File: src/rtl/matrix_index_counter.sv
// Nested row/column index generator for matrix-vector passes: walks a
// (last_row+1) x (last_col+1) grid one element per enabled cycle.
module matrix_index_counter #(
    parameter int ROW_W     = 4,
    parameter int COL_W     = 4,
    parameter bit COL_MAJOR = 1'b0
) (
    input  logic             clock,
    input  logic             clear,
    input  logic             start,
    input  logic             abort,
    input  logic             en,
    input  logic [ROW_W-1:0] last_row,
    input  logic [COL_W-1:0] last_col,
    output logic [ROW_W-1:0] row_index,
    output logic [COL_W-1:0] column_index,
    output logic             busy,
    output logic             col_last,
    output logic             row_last,
    output logic             elem_last,
    output logic             done
);

    typedef enum logic {
        IDLE = 1'b0,
        RUN  = 1'b1
    } state_t;

    state_t           state_q, state_d;
    logic [ROW_W-1:0] row_q, row_d;
    logic [COL_W-1:0] col_q, col_d;
    logic [ROW_W-1:0] last_row_q, last_row_d;
    logic [COL_W-1:0] last_col_q, last_col_d;
    logic             done_q, done_d;

    logic row_at_last;
    logic col_at_last;

    assign row_at_last = (row_q == last_row_q);
    assign col_at_last = (col_q == last_col_q);

    always_comb begin
        // NOTE: every signal gets a default first so no path leaves it unassigned (no latch).
        state_d    = state_q;
        row_d      = row_q;
        col_d      = col_q;
        last_row_d = last_row_q;
        last_col_d = last_col_q;
        done_d     = 1'b0;

        unique case (state_q)
            IDLE: begin
                if (start) begin
                    last_row_d = last_row;
                    last_col_d = last_col;
                    row_d      = '0;
                    col_d      = '0;
                    state_d    = RUN;
                end
            end
            RUN: begin
                if (abort) begin
                    row_d   = '0;
                    col_d   = '0;
                    state_d = IDLE;
                end else if (en) begin
                    if (!COL_MAJOR) begin
                        // Column is the inner loop; the row steps on column wrap.
                        if (!col_at_last) begin
                            col_d = col_q + 1'b1;
                        end else begin
                            col_d = '0;
                            if (!row_at_last) begin
                                row_d = row_q + 1'b1;
                            end else begin
                                row_d   = '0;
                                state_d = IDLE;
                                done_d  = 1'b1;
                            end
                        end
                    end else begin
                        if (!row_at_last) begin
                            row_d = row_q + 1'b1;
                        end else begin
                            row_d = '0;
                            if (!col_at_last) begin
                                col_d = col_q + 1'b1;
                            end else begin
                                col_d   = '0;
                                state_d = IDLE;
                                done_d  = 1'b1;
                            end
                        end
                    end
                end
            end
            default: state_d = IDLE;
        endcase
    end

    always_ff @(posedge clock) begin
        // NOTE: non-blocking assignments so every flop samples pre-edge values.
        if (clear) begin
            state_q    <= IDLE;
            row_q      <= '0;
            col_q      <= '0;
            last_row_q <= '0;
            last_col_q <= '0;
            done_q     <= 1'b0;
        end else begin
            state_q    <= state_d;
            row_q      <= row_d;
            col_q      <= col_d;
            last_row_q <= last_row_d;
            last_col_q <= last_col_d;
            done_q     <= done_d;
        end
    end

    assign row_index    = row_q;
    assign column_index = col_q;
    assign busy         = (state_q == RUN);
    assign col_last     = busy && col_at_last;
    assign row_last     = busy && row_at_last;
    assign elem_last    = col_last && row_last;
    assign done         = done_q;

endmodule

File: config.mk
export PLATFORM = sky130hd
export DESIGN_NAME = matrix_index_counter
export DESIGN_NICKNAME = d
export VERILOG_FILES = /design/src/rtl/matrix_index_counter.sv
export SDC_FILE = /design/constraint.sdc
export NUM_CORES = 1
export LEC_CHECK = 0
export CAP_MARGIN = 10
export CELL_PAD_IN_SITES_DETAIL_PLACEMENT = 1
export CELL_PAD_IN_SITES_GLOBAL_PLACEMENT = 1
export CORE_ASPECT_RATIO = 0.9
export CORE_MARGIN = 4
export CORE_UTILIZATION = 35
export CTS_CLUSTER_DIAMETER = 30
export DETAILED_ROUTE_END_ITERATION = 8
export GPL_ROUTABILITY_DRIVEN = 0
export HOLD_SLACK_MARGIN = 0.15
export MAX_ROUTING_LAYER = met4
export PLACE_DENSITY_LB_ADDON = 0.1
export SLEW_MARGIN = 25
export SYNTH_ARGS = -nofsm -noshare
export SYNTH_HDL_FRONTEND = slang
export SYNTH_SLANG_ARGS = --single-unit
File: constraint.sdc
create_clock -name clock -period 2.9 [get_ports clock]
set_input_delay 0.58 -clock clock [delete_from_list [all_inputs] [get_ports clock]]
set_output_delay 0.58 -clock clock [all_outputs]
set_load 0.005 [all_outputs]
## Word level (Yosys, flattened, before mapping)

Index checks and enable logic that the tools add are counted.

| word-level totals | value |
|---|---|
| output and inout bits | 13 |
| logic and storage cells | 40 |
| register bits | 18 |
| bits of input ports | 13 |

| operators by class | value |
|---|---|
| reduce and logical (&&, ||, !) cells | 7 |
| add/sub/neg operators | 2 |
| multiplexer cells | 17 |
| eq/ne operators | 5 |
| bitwise gates (word level) | 3 |

Operator list:

| kind | count |
|---|---|
| two-way mux 4 bit | 8 |
| case mux 4 bit (2 select lines) | 2 |
| adder 4 x 1 -> 4 bit (second input constant) | 2 |
| == test 4 bit | 2 |
| two-way mux 1 bit | 6 |
| OR reduction 5 bit | 1 |
| AND reduction 2 bit | 2 |
| logical AND 1 bit | 3 |
| != test 3 x 2 -> 1 bit (second input constant) | 1 |
| != test 3 bit (second input constant) | 1 |
| inverter 1 bit | 3 |
| AND reduction 3 bit | 1 |
| != test 2 bit (second input constant) | 1 |
| case mux 1 bit (2 select lines) | 1 |

## Longest topological paths before layout

Gate-level depths: netlist of the first run.

| logic depth | value |
|---|---|
| depth after elaboration | 6 |
| mapped depth | 5 |
| gate-level depth less buffers | 4 |

## Least setup slack after synthesis of the first run

No wires, ideal clock.

| timing path | value |
|---|---|
| path type | input-to-reg |
| start | in abort |
| end | reg row_q[0] (netlist: row_index[0]) |
| setup slack | 1.305 ns |
| required time | 2.830 ns |
| path buffers | 1 |
| arrival | 1.524 ns |
| library setup time | 0.070 ns |
| cell stages on the path | 5 |
| cell sequence | o21ai_2 -> and2_1 -> clkbuf_2 -> or4b_1 -> a21oi_1 |

| on the way | value |
|---|---|
| cells in the longest elaborated chain, start to end | 2 |
| elaborated cells on any way between the ends | 5 |
| those cells by class | eq/ne (2); mux (2); reduce/logical (1) |

Ends and longest elaborated chain:

| element | RTL line | RTL |
|---|---|---|
| from (decl) | 11 | `input logic abort,` |
| != test 3 x 2 -> 1 bit (no source line) (tied with other cells) | - |  |
| AND reduction 3 bit (no source line) or case mux 4 bit (2 select lines) (tied branches) | - |  |
| to (signal assigned) | 112 | `row_q <= row_d;` |
| to (decl) | 30 | `logic [ROW_W-1:0] row_q, row_d;` |

Parallel ways exist; a longest one is shown, timed or not.
A chain may end at the register's enable or synchronous reset.

## Worst setup path after layout of the first run

| timing path | value |
|---|---|
| start | reg col_q[0] (netlist: column_index[0]) |
| end | out elem_last |

| on the way | value |
|---|---|
| cells in the longest elaborated chain, start to end | 3 |

Ends and longest elaborated chain:

| element | RTL line | RTL |
|---|---|---|
| from (decl) | 31 | `logic [COL_W-1:0] col_q, col_d;` |
| from (signal assigned) | 113 | `col_q <= col_d;` |
| == test 4 bit | 40 | `assign col_at_last = (col_q == last_col_q);` |
| logical AND 1 bit | 123 | `assign col_last = busy && col_at_last;` |
| logical AND 1 bit | 125 | `assign elem_last = col_last && row_last;` |
| to (decl) | 20 | `output logic elem_last,` |

No other way between the ends.

==> reports/qor.json, run 1 <==
{
  "final_layout": {
    "final_util": 0.483,
    "final_layout_size_suffix_gt1_frac": 0.0534,
    "n_fill_cell": 311,
    "area_delta_synth_final_pct": 32.8,
    "regArea_um2": 360,
    "multi_input_area_um2": 494,
    "final_area_um2": 1180,
    "n_antenna_cell": 0,
    "finalNetCount": 148
  },
  "setup_path": {
    "crit-reg2reg-capture": "row_index[0]",
    "critPathSlowestCell": "sky130_fd_sc_hd__clkdlybuf4s50_1",
    "crit_chain": "xnor2_1 > nand4_1 > nor3_1 > clkdlybuf4s50_1",
    "critical-path-max-stage-delay_ns": 0.53,
    "worstReg2RegStart": "column_index[0]",
    "critical_path.top_delay_family": "buffers and inverters",
    "required_time_of_the_critical_path_ns": 2.32,
    "crit_buf_inv": 1,
    "worst_setup_path_end_kind": "output port",
    "worst-setup-path-type": "reg -> out",
    "arrival_ns": 1.94,
    "highest_net_fanout_along_the_worst_path": 5,
    "rr_worst_depth": 4,
    "reg2reg_setup_slack_ns": 1.27,
    "critPathLaunchType": "flip-flop"
  },
  "sta": {
    "final.period_utilization": 0.867,
    "worstMarginPinSlew_ns": 0.456,
    "finalWorstPathRequiredPeriod_ns": 2.52,
    "totalNegativeSetupSlack_ns": 0,
    "clock_skew_ns": 0.00210,
    "report.final.setup_viol": 0,
    "max_clock_freq_mhz": 398,
    "maxSlewHeadroom": 0.695,
    "maxSlewViolCount": 0,
    "setup_ws_ns": 0.385,
    "finalHoldViolations": 0,
    "grt_setup_unrepaired": "false"
  },
  "floorplanning": {
    "boundaryPins": 26,
    "floorplan.initialDensity": 0.364,
    "core.rowCount": 17,
    "die_width_um": 61.1,
    "fp.coreArea_um2": 2450,
    "floorplan.die.height_um": 55.8,
    "die_area_um2": 3410
  },
  "clocking": {
    "postCtsHoldBufs": 0,
    "post_cts.repair.setup_buffers": 0,
    "cts_buffers": 3,
    "cts_clock_pin_slew_for_the_worst_setup_and_hold_paths_ns": 0.10,
    "ctsLongestPathBuffers": 2,
    "htreeDepth": 1,
    "latest_clock_arrival_within_the_worst_skew_pair_ns": 0.28,
    "clock_sinks": 18,
    "cts_tree": "yes",
    "cts.repair.resized": 0,
    "clock_tree.root_cell": "sky130_fd_sc_hd__clkbuf_4"
  },
  "global_route": {
    "number_of_global_route_vias_before_repair": 763,
    "grt_pass1_wl_mm": 3.68,
    "grt_most_used_layer": "met1",
    "track_usage": 0.144,
    "use_met2": 0.195,
    "overflow": 0,
    "grt_max_degree": 14,
    "antenna_violations_before_repair": 0,
    "grt.met1_usage": 0.213,
    "global_route.usage.met3": 0.0302
  },
  "yosys": {
    "synth_nets": 122,
    "syn-mean-instance-area_um2": 8.31,
    "synth.most_common_cell": "sky130_fd_sc_hd__nand2_1",
    "synth_cells": 107,
    "yosysWarningCount": 0,
    "yosysSeqAreaShare": 0.405,
    "yosysTopAreaCell": "sky130_fd_sc_hd__dfxtp_1",
    "synth.area.top_cells": "sky130_fd_sc_hd__dfxtp_1, sky130_fd_sc_hd__xnor2_1, sky130_fd_sc_hd__nand2_1",
    "synth-seq-cells": 18,
    "synth_enable_flop_cells": 0,
    "synth_cell_type_count": 29,
    "synth_largest_type_area_fraction": 0.405,
    "synth_area_um2": 890,
    "synth-async-reset-ratio": 0,
    "synth_flop_cell": "sky130_fd_sc_hd__dfxtp_1",
    "synthTopCellsByCount": "sky130_fd_sc_hd__nand2_1, sky130_fd_sc_hd__dfxtp_1, sky130_fd_sc_hd__a21oi_1, sky130_fd_sc_hd__xnor2_1, sky130_fd_sc_hd__nor2_1"
  },
  "place": {
    "placed_area_um2": 1160,
    "hpwlAfterDp_mm": 1.72,
    "dp_worst_setup_slack_ns": 0.698,
    "port_buffers": 25
  },
  "routing": {
    "detail_route.drc_violations": 0,
    "routed_wire_length_per_instance_um": 13.5,
    "route.final.wire_length_mm": 2.15,
    "detailroute.via_count": 790,
    "detail_route.vias_per_cell": 4.97,
    "antenna_violating_nets_post_route": 0,
    "dr.pass1.iters": 4,
    "initialDrtViolationCount": 20
  },
  "run": {
    "max_cap_violations": 0
  },
  "hold_path": {
    "min-delay-start": "last_row_q[2]",
    "timing.hold.worst.class": "reg -> reg",
    "hold_path_end": "last_row_q[2]",
    "min_delay_path_depth": 2
  },
  "power": {
    "p_leak_uw": 0.000404,
    "p_total_uw": 485,
    "peakVddDrop_v": 0.000222,
    "p_clk_frac": 0.250,
    "power_switching_uw": 131,
    "power.share.switching": 0.270,
    "internal-power_uw": 354,
    "power.density_nw_per_um2": 410,
    "power.share.combinational": 0.198,
    "seq_power_share": 0.552
  },
  "outcome": {
    "outcome": "completed"
  }
}
[how the worst max path moves through the flow]
| stage | cells past startpoint | startpoint | slack, ns | to |
|---|---|---|---|---|
| 6_report | 4 | column_index[0] | 0.38 | elem_last |
| 5_1_grt | 4 | column_index[0] | 0.19 | elem_last |
| 4_1_cts | 4 | column_index[0] | 0.37 | elem_last |
| 3_5_place_dp | 5 | start | 0.70 | row_index[0] |
| 3_3_place_gp | 5 | start | 0.69 | row_index[0] |
| 2_1_floorplan | 5 | abort | 1.31 | row_index[0] |
[layer usage]
layer  up-vias  part of all wire
met5         -                 0
met4         0            0.0065
met3         2             0.050
met2        22              0.44
met1       353              0.50
li1        413                 -
[tightest hold or removal path, delay by kind of cell, from the launching register on]
family | cells | cell delay, ns
compound gates | 1 | 0.05
simple gates | 1 | 0.05
flops | 1 | 0.33
[logic make-up after synthesis]
kind of cell,after synthesis,synth area share
adders and majority gates,2,0.0281
and+or+nand+nor,42,0.236
AOI/OAI and AO/OA,25,0.183
xor gates and xnor gates,11,0.108
DFF,18,0.405
buffers and inverters,9,0.0394
[placed cells by master (no fill, tap or decap), types with 2 or more instances in the layout]
| cell type | count |
|---|---|
| sky130_fd_sc_hd__dfxtp_1 | 18 |
| sky130_fd_sc_hd__nor3_1 | 2 |
| sky130_fd_sc_hd__and2_1 | 2 |
| sky130_fd_sc_hd__o31ai_1 | 2 |
| sky130_fd_sc_hd__inv_1 | 5 |
| sky130_fd_sc_hd__xnor2_1 | 11 |
| sky130_fd_sc_hd__ha_1 | 2 |
| sky130_fd_sc_hd__clkdlybuf4s50_1 | 25 |
| sky130_fd_sc_hd__a21oi_1 | 13 |
| sky130_fd_sc_hd__nand4_1 | 2 |
| sky130_fd_sc_hd__o2bb2ai_1 | 2 |
| sky130_fd_sc_hd__clkbuf_4 | 3 |
| sky130_fd_sc_hd__nor2_1 | 6 |
| sky130_fd_sc_hd__nand2_1 | 21 |
| sky130_fd_sc_hd__nand3_1 | 2 |
| sky130_fd_sc_hd__o21ai_0 | 2 |
[registers in the layout, summed over array words and instances, names as in the netlist]
signal        cells
done              1
busy              1
last_col_q        4
last_row_q        4
column_index      4
row_index         4
[power groups by stage]
stage | registers [uW] | clock network, uW | logic [uW]
after floorplan | 271 | 0 | 54.8
after global placement | 273 | 0 | 94.8
after detailed placement | 274 | 0 | 96.4
after CTS | 268 | 129 | 96.9
after global routing | 269 | 133 | 108
final | 268 | 121 | 95.8
[per-stage QoR]
| stage | cells | hold WS, ns |
|---|---|---|
| 2_1_floorplan | 107 | 0.443 |
| 3_3_place_gp | 156 | 0.459 |
| 3_5_place_dp | 156 | 0.467 |
| 4_1_cts | 159 | 0.482 |
| 5_1_grt | 159 | 0.490 |
| 6_report | 159 | 0.474 |
[layout make-up]
type	instances	share of cell area
Multi-Input combinational cell	80	0.418
Sequential cell	18	0.305
Timing Repair Buffer	25	0.212
Tap cell	28	0.0297
Clock buffer	3	0.0191
Inverter	5	0.0159
Note: power is estimated with default switching activity, not from simulation.
==> inputs of run 2 (changes only) <==
--- a/config.mk
+++ b/config.mk
@@ -17,7 +17,7 @@
 export HOLD_SLACK_MARGIN = 0.15
 export MAX_ROUTING_LAYER = met4
 export PLACE_DENSITY_LB_ADDON = 0.1
-export SLEW_MARGIN = 25
+export SLEW_MARGIN = 20
 export SYNTH_ARGS = -nofsm -noshare
 export SYNTH_HDL_FRONTEND = slang
 export SYNTH_SLANG_ARGS = --single-unit
==> results of run 2 <==
Same layout as run 1: the final DEF is identical, and so are final timing and power.
==> inputs of run 3 (changes only) <==
--- a/config.mk
+++ b/config.mk
@@ -14,6 +14,7 @@
 export CTS_CLUSTER_DIAMETER = 30
 export DETAILED_ROUTE_END_ITERATION = 8
 export GPL_ROUTABILITY_DRIVEN = 0
+export GPL_TIMING_DRIVEN = 0
 export HOLD_SLACK_MARGIN = 0.15
 export MAX_ROUTING_LAYER = met4
 export PLACE_DENSITY_LB_ADDON = 0.1
==> run 3 against run 2 <==
Net effect: design area up 2.5%; fmax about the same; combinational power up 4.3%; largest power group unchanged; highest routed layer unchanged.
==> reports/qor.json, run 3 (same netlist as run 1, synthesis figures left out) <==
{
  "routing": {
    "detailroute.via_count": {"value": 827, "change": "was 790"},
    "detail_route.vias_per_cell": {"value": 5.04, "change": "was 4.97"},
    "route.final.wire_length": {"value": 2.27, "unit": "mm", "change": "was 2.15 mm"},
    "routed_wire_length_per_instance": {"value": 13.8, "unit": "um", "change": "was 13.5 um"},
    "dr.pass1.iters": {"value": 4, "change": "unchanged"},
    "initialDrtViolationCount": {"value": 19, "change": "was 20"},
    "detail_route.drc_violations": {"value": 0, "change": "unchanged"},
    "antenna_violating_nets_post_route": {"value": 0, "change": "unchanged"}
  },
  "final_layout": {
    "final_area": {"value": 1210, "unit": "um^2", "change": "was 1180 um^2"},
    "finalNetCount": {"value": 152, "change": "was 148"},
    "area_delta_synth_final": {"value": 36.1, "unit": "%", "change": "was 32.8%"},
    "final_layout_size_suffix_gt1_frac": {"value": 0.0662, "change": "was 0.0534"},
    "final_util": {"value": 0.495, "change": "was 0.483"},
    "layout_common_cells": {"value": "sky130_fd_sc_hd__clkdlybuf4s50_1, sky130_fd_sc_hd__nand2_1, sky130_fd_sc_hd__dfxtp_1", "change": "unchanged"},
    "most_common_cell_after_layout_fill_and_taps_aside": {"value": "sky130_fd_sc_hd__clkdlybuf4s50_1", "change": "unchanged"},
    "n_antenna_cell": {"value": 0, "change": "unchanged"}
  },
  "clocking": {
    "latest_clock_arrival_within_the_worst_skew_pair": {"value": 0.30, "unit": "ns", "change": "was 0.28 ns"},
    "postCtsHoldBufs": {"value": 0, "change": "unchanged"},
    "ctsLongestPathBuffers": {"value": 2, "change": "unchanged"},
    "cts.repair.resized": {"value": 0, "change": "unchanged"},
    "clock_tree.root_cell": {"value": "sky130_fd_sc_hd__clkbuf_4", "change": "unchanged"},
    "htreeDepth": {"value": 1, "change": "unchanged"},
    "post_cts.repair.setup_buffers": {"value": 0, "change": "unchanged"},
    "cts_tree": {"value": "yes", "change": "unchanged"},
    "cts_clock_pin_slew_for_the_worst_setup_and_hold_paths": {"value": 0.10, "unit": "ns", "change": "about the same"},
    "cts_buffers": {"value": 3, "change": "unchanged"},
    "clock_sinks": {"value": 18, "change": "unchanged"}
  },
  "sta": {
    "setup_ws": {"value": 0.385, "unit": "ns", "change": "about the same"},
    "finalHoldViolations": {"value": 0, "change": "unchanged"},
    "maxSlewHeadroom": {"value": 0.626, "change": "was 0.695"},
    "final.period_utilization": {"value": 0.867, "change": "about the same"},
    "finalWorstPathRequiredPeriod": {"value": 2.52, "unit": "ns", "change": "about the same"},
    "totalNegativeSetupSlack": {"value": 0, "unit": "ns", "change": "unchanged"},
    "grt_setup_unrepaired": {"value": "false", "change": "unchanged"},
    "maxSlewViolCount": {"value": 0, "change": "unchanged"},
    "worstMarginPinSlew": {"value": 0.557, "unit": "ns", "change": "was 0.456 ns"},
    "max_clock_freq": {"value": 398, "unit": "MHz", "change": "about the same"},
    "report.final.setup_viol": {"value": 0, "change": "unchanged"},
    "clock_skew": {"value": 0.00247, "unit": "ns", "change": "was 0.00210 ns"}
  },
  "power": {
    "seq_power_share": {"value": 0.508, "change": "was 0.552"},
    "power_switching": {"value": 141, "unit": "uW", "change": "was 131 uW"},
    "power.share.combinational": {"value": 0.190, "change": "was 0.198"},
    "internal-power": {"value": 385, "unit": "uW", "change": "was 354 uW"},
    "power.share.switching": {"value": 0.269, "change": "was 0.270"},
    "p_clk_frac": {"value": 0.302, "change": "was 0.250"},
    "p_leak": {"value": 0.000419, "unit": "uW", "change": "was 0.000404 uW"},
    "power.density": {"value": 434, "unit": "nW/um^2", "change": "was 410 nW/um^2"},
    "peakVddDrop": {"value": 0.000290, "unit": "V", "change": "was 0.000222 V"}
  },
  "setup_path": {
    "worst_setup_path_end_kind": {"value": "output port", "change": "unchanged"},
    "worstReg2RegStart": {"value": "busy", "change": "was column_index[0]"},
    "critPathSlowestCell": {"value": "sky130_fd_sc_hd__clkdlybuf4s50_1", "change": "unchanged"},
    "critPathLaunchType": {"value": "flip-flop", "change": "unchanged"},
    "reg2reg_setup_slack": {"value": 1.23, "unit": "ns", "change": "was 1.27 ns"},
    "rr_worst_depth": {"value": 4, "change": "unchanged"},
    "required_time_of_the_critical_path": {"value": 2.32, "unit": "ns", "change": "about the same"},
    "arrival": {"value": 1.94, "unit": "ns", "change": "about the same"},
    "critical-path-max-stage-delay": {"value": 0.53, "unit": "ns", "change": "about the same"},
    "worst-setup-path-type": {"value": "reg -> out", "change": "unchanged"},
    "crit_chain": {"value": "xnor2_1 > nand4_1 > nor3_1 > clkdlybuf4s50_1", "change": "unchanged"},
    "highest_net_fanout_along_the_worst_path": {"value": 5, "change": "unchanged"},
    "crit-reg2reg-capture": {"value": "row_index[3]", "change": "was row_index[0]"}
  },
  "global_route": {
    "grt_pass1_wl": {"value": 3.95, "unit": "mm", "change": "was 3.68 mm"},
    "antenna_violations_before_repair": {"value": 0, "change": "unchanged"},
    "track_usage": {"value": 0.161, "change": "was 0.144"},
    "number_of_global_route_vias_before_repair": {"value": 868, "change": "was 763"},
    "grt_max_degree": {"value": 11, "change": "was 14"},
    "overflow": {"value": 0, "change": "unchanged"}
  },
  "outcome": {
    "outcome": {"value": "completed", "change": "unchanged"}
  },
  "hold_path": {
    "timing.hold.worst.class": {"value": "reg -> reg", "change": "unchanged"},
    "min_delay_path_depth": {"value": 2, "change": "unchanged"},
    "hold_path_end": {"value": "last_row_q[3]", "change": "was last_row_q[2]"},
    "min-delay-start": {"value": "last_row_q[3]", "change": "was last_row_q[2]"}
  },
  "floorplanning": {
    "die_area": {"value": 3410, "unit": "um^2", "change": "unchanged"},
    "die_width": {"value": 61.1, "unit": "um", "change": "unchanged"},
    "boundaryPins": {"value": 26, "change": "unchanged"},
    "core.rowCount": {"value": 17, "change": "unchanged"},
    "floorplan.initialDensity": {"value": 0.364, "change": "unchanged"},
    "fp.coreArea": {"value": 2450, "unit": "um^2", "change": "unchanged"},
    "floorplan.die.height": {"value": 55.8, "unit": "um", "change": "unchanged"}
  },
  "place": {
    "placed_area": {"value": 1170, "unit": "um^2", "change": "was 1160 um^2"},
    "dp_worst_setup_slack": {"value": 0.594, "unit": "ns", "change": "was 0.698 ns"},
    "port_buffers": {"value": 25, "change": "unchanged"},
    "hpwlAfterDp": {"value": 1.79, "unit": "mm", "change": "was 1.72 mm"}
  },
  "run": {
    "max_cap_violations": {"value": 0, "change": "unchanged"}
  }
}
## run 3: changes by cell type in the layout (fill, tap and decap cells not counted)
cell,previous run,this run
sky130_fd_sc_hd__clkbuf_1,0,3
sky130_fd_sc_hd__clkbuf_2,0,1
sky130_fd_sc_hd__clkbuf_8,0,1
## run 3: worst max path at each step
stage	from	end	slack [ns]	cells past startpoint
after global routing	column_index[1]	elem_last	0.17	4
after CTS	column_index[0]	elem_last	0.35	4
final	column_index[1]	elem_last	0.38	4
after floorplan	abort	row_index[0]	1.31	5
after global placement	abort	row_index[3]	0.60	5
after detailed placement	abort	column_index[3]	0.59	6
## run 3: layer usage
| metal | share of wire | vias up | GRT usage | wire length (um) |
|---|---|---|---|---|
| met3 | 0.055 | 4 | 0.0510 | 125 |
| met2 | 0.45 | 19 | 0.224 | 1030 |
| met1 | 0.47 | 380 | 0.195 | 1070 |
| li1 | - | 424 | - | - |
| met5 | 0 | - | - | 0 |
| met4 | 0.020 | 0 | 0.102 | 46 |
## run 3: cell type report
cell class	instances	area, um^2
buffer	4	16.3
sequential	18	360
multi-input combinational	80	494
inverter	5	18.8
timing repair buffer	25	250
clock buffer	4	36.3
tap	28	35.0
fill	305	1230
## run 3: critical path: cells and delay by family (launching register included)
family | cells | cell delay, ns
xor gates and xnor gates | 1 | 0.17
buffers and inverters | 1 | 0.53
DFF | 1 | 0.44
and+or+nand+nor | 2 | 0.50
## run 3: through the flow
stage	total power, uW	hold WS (ns)	cells
after floorplan	326	0.443	107
after global placement	370	0.457	160
after detailed placement	374	0.462	160
after CTS	535	0.477	164
after global routing	559	0.509	164
final	526	0.471	164
## run 3: power by group through the flow
stage / Sequential (uW) / Combinational, uW / Clock, uW
2_1_floorplan: 271 / 54.8 / 0
3_3_place_gp: 273 / 97.3 / 0
3_5_place_dp: 273 / 101 / 0
4_1_cts: 267 / 101 / 167
5_1_grt: 269 / 112 / 178
6_report: 267 / 99.9 / 159
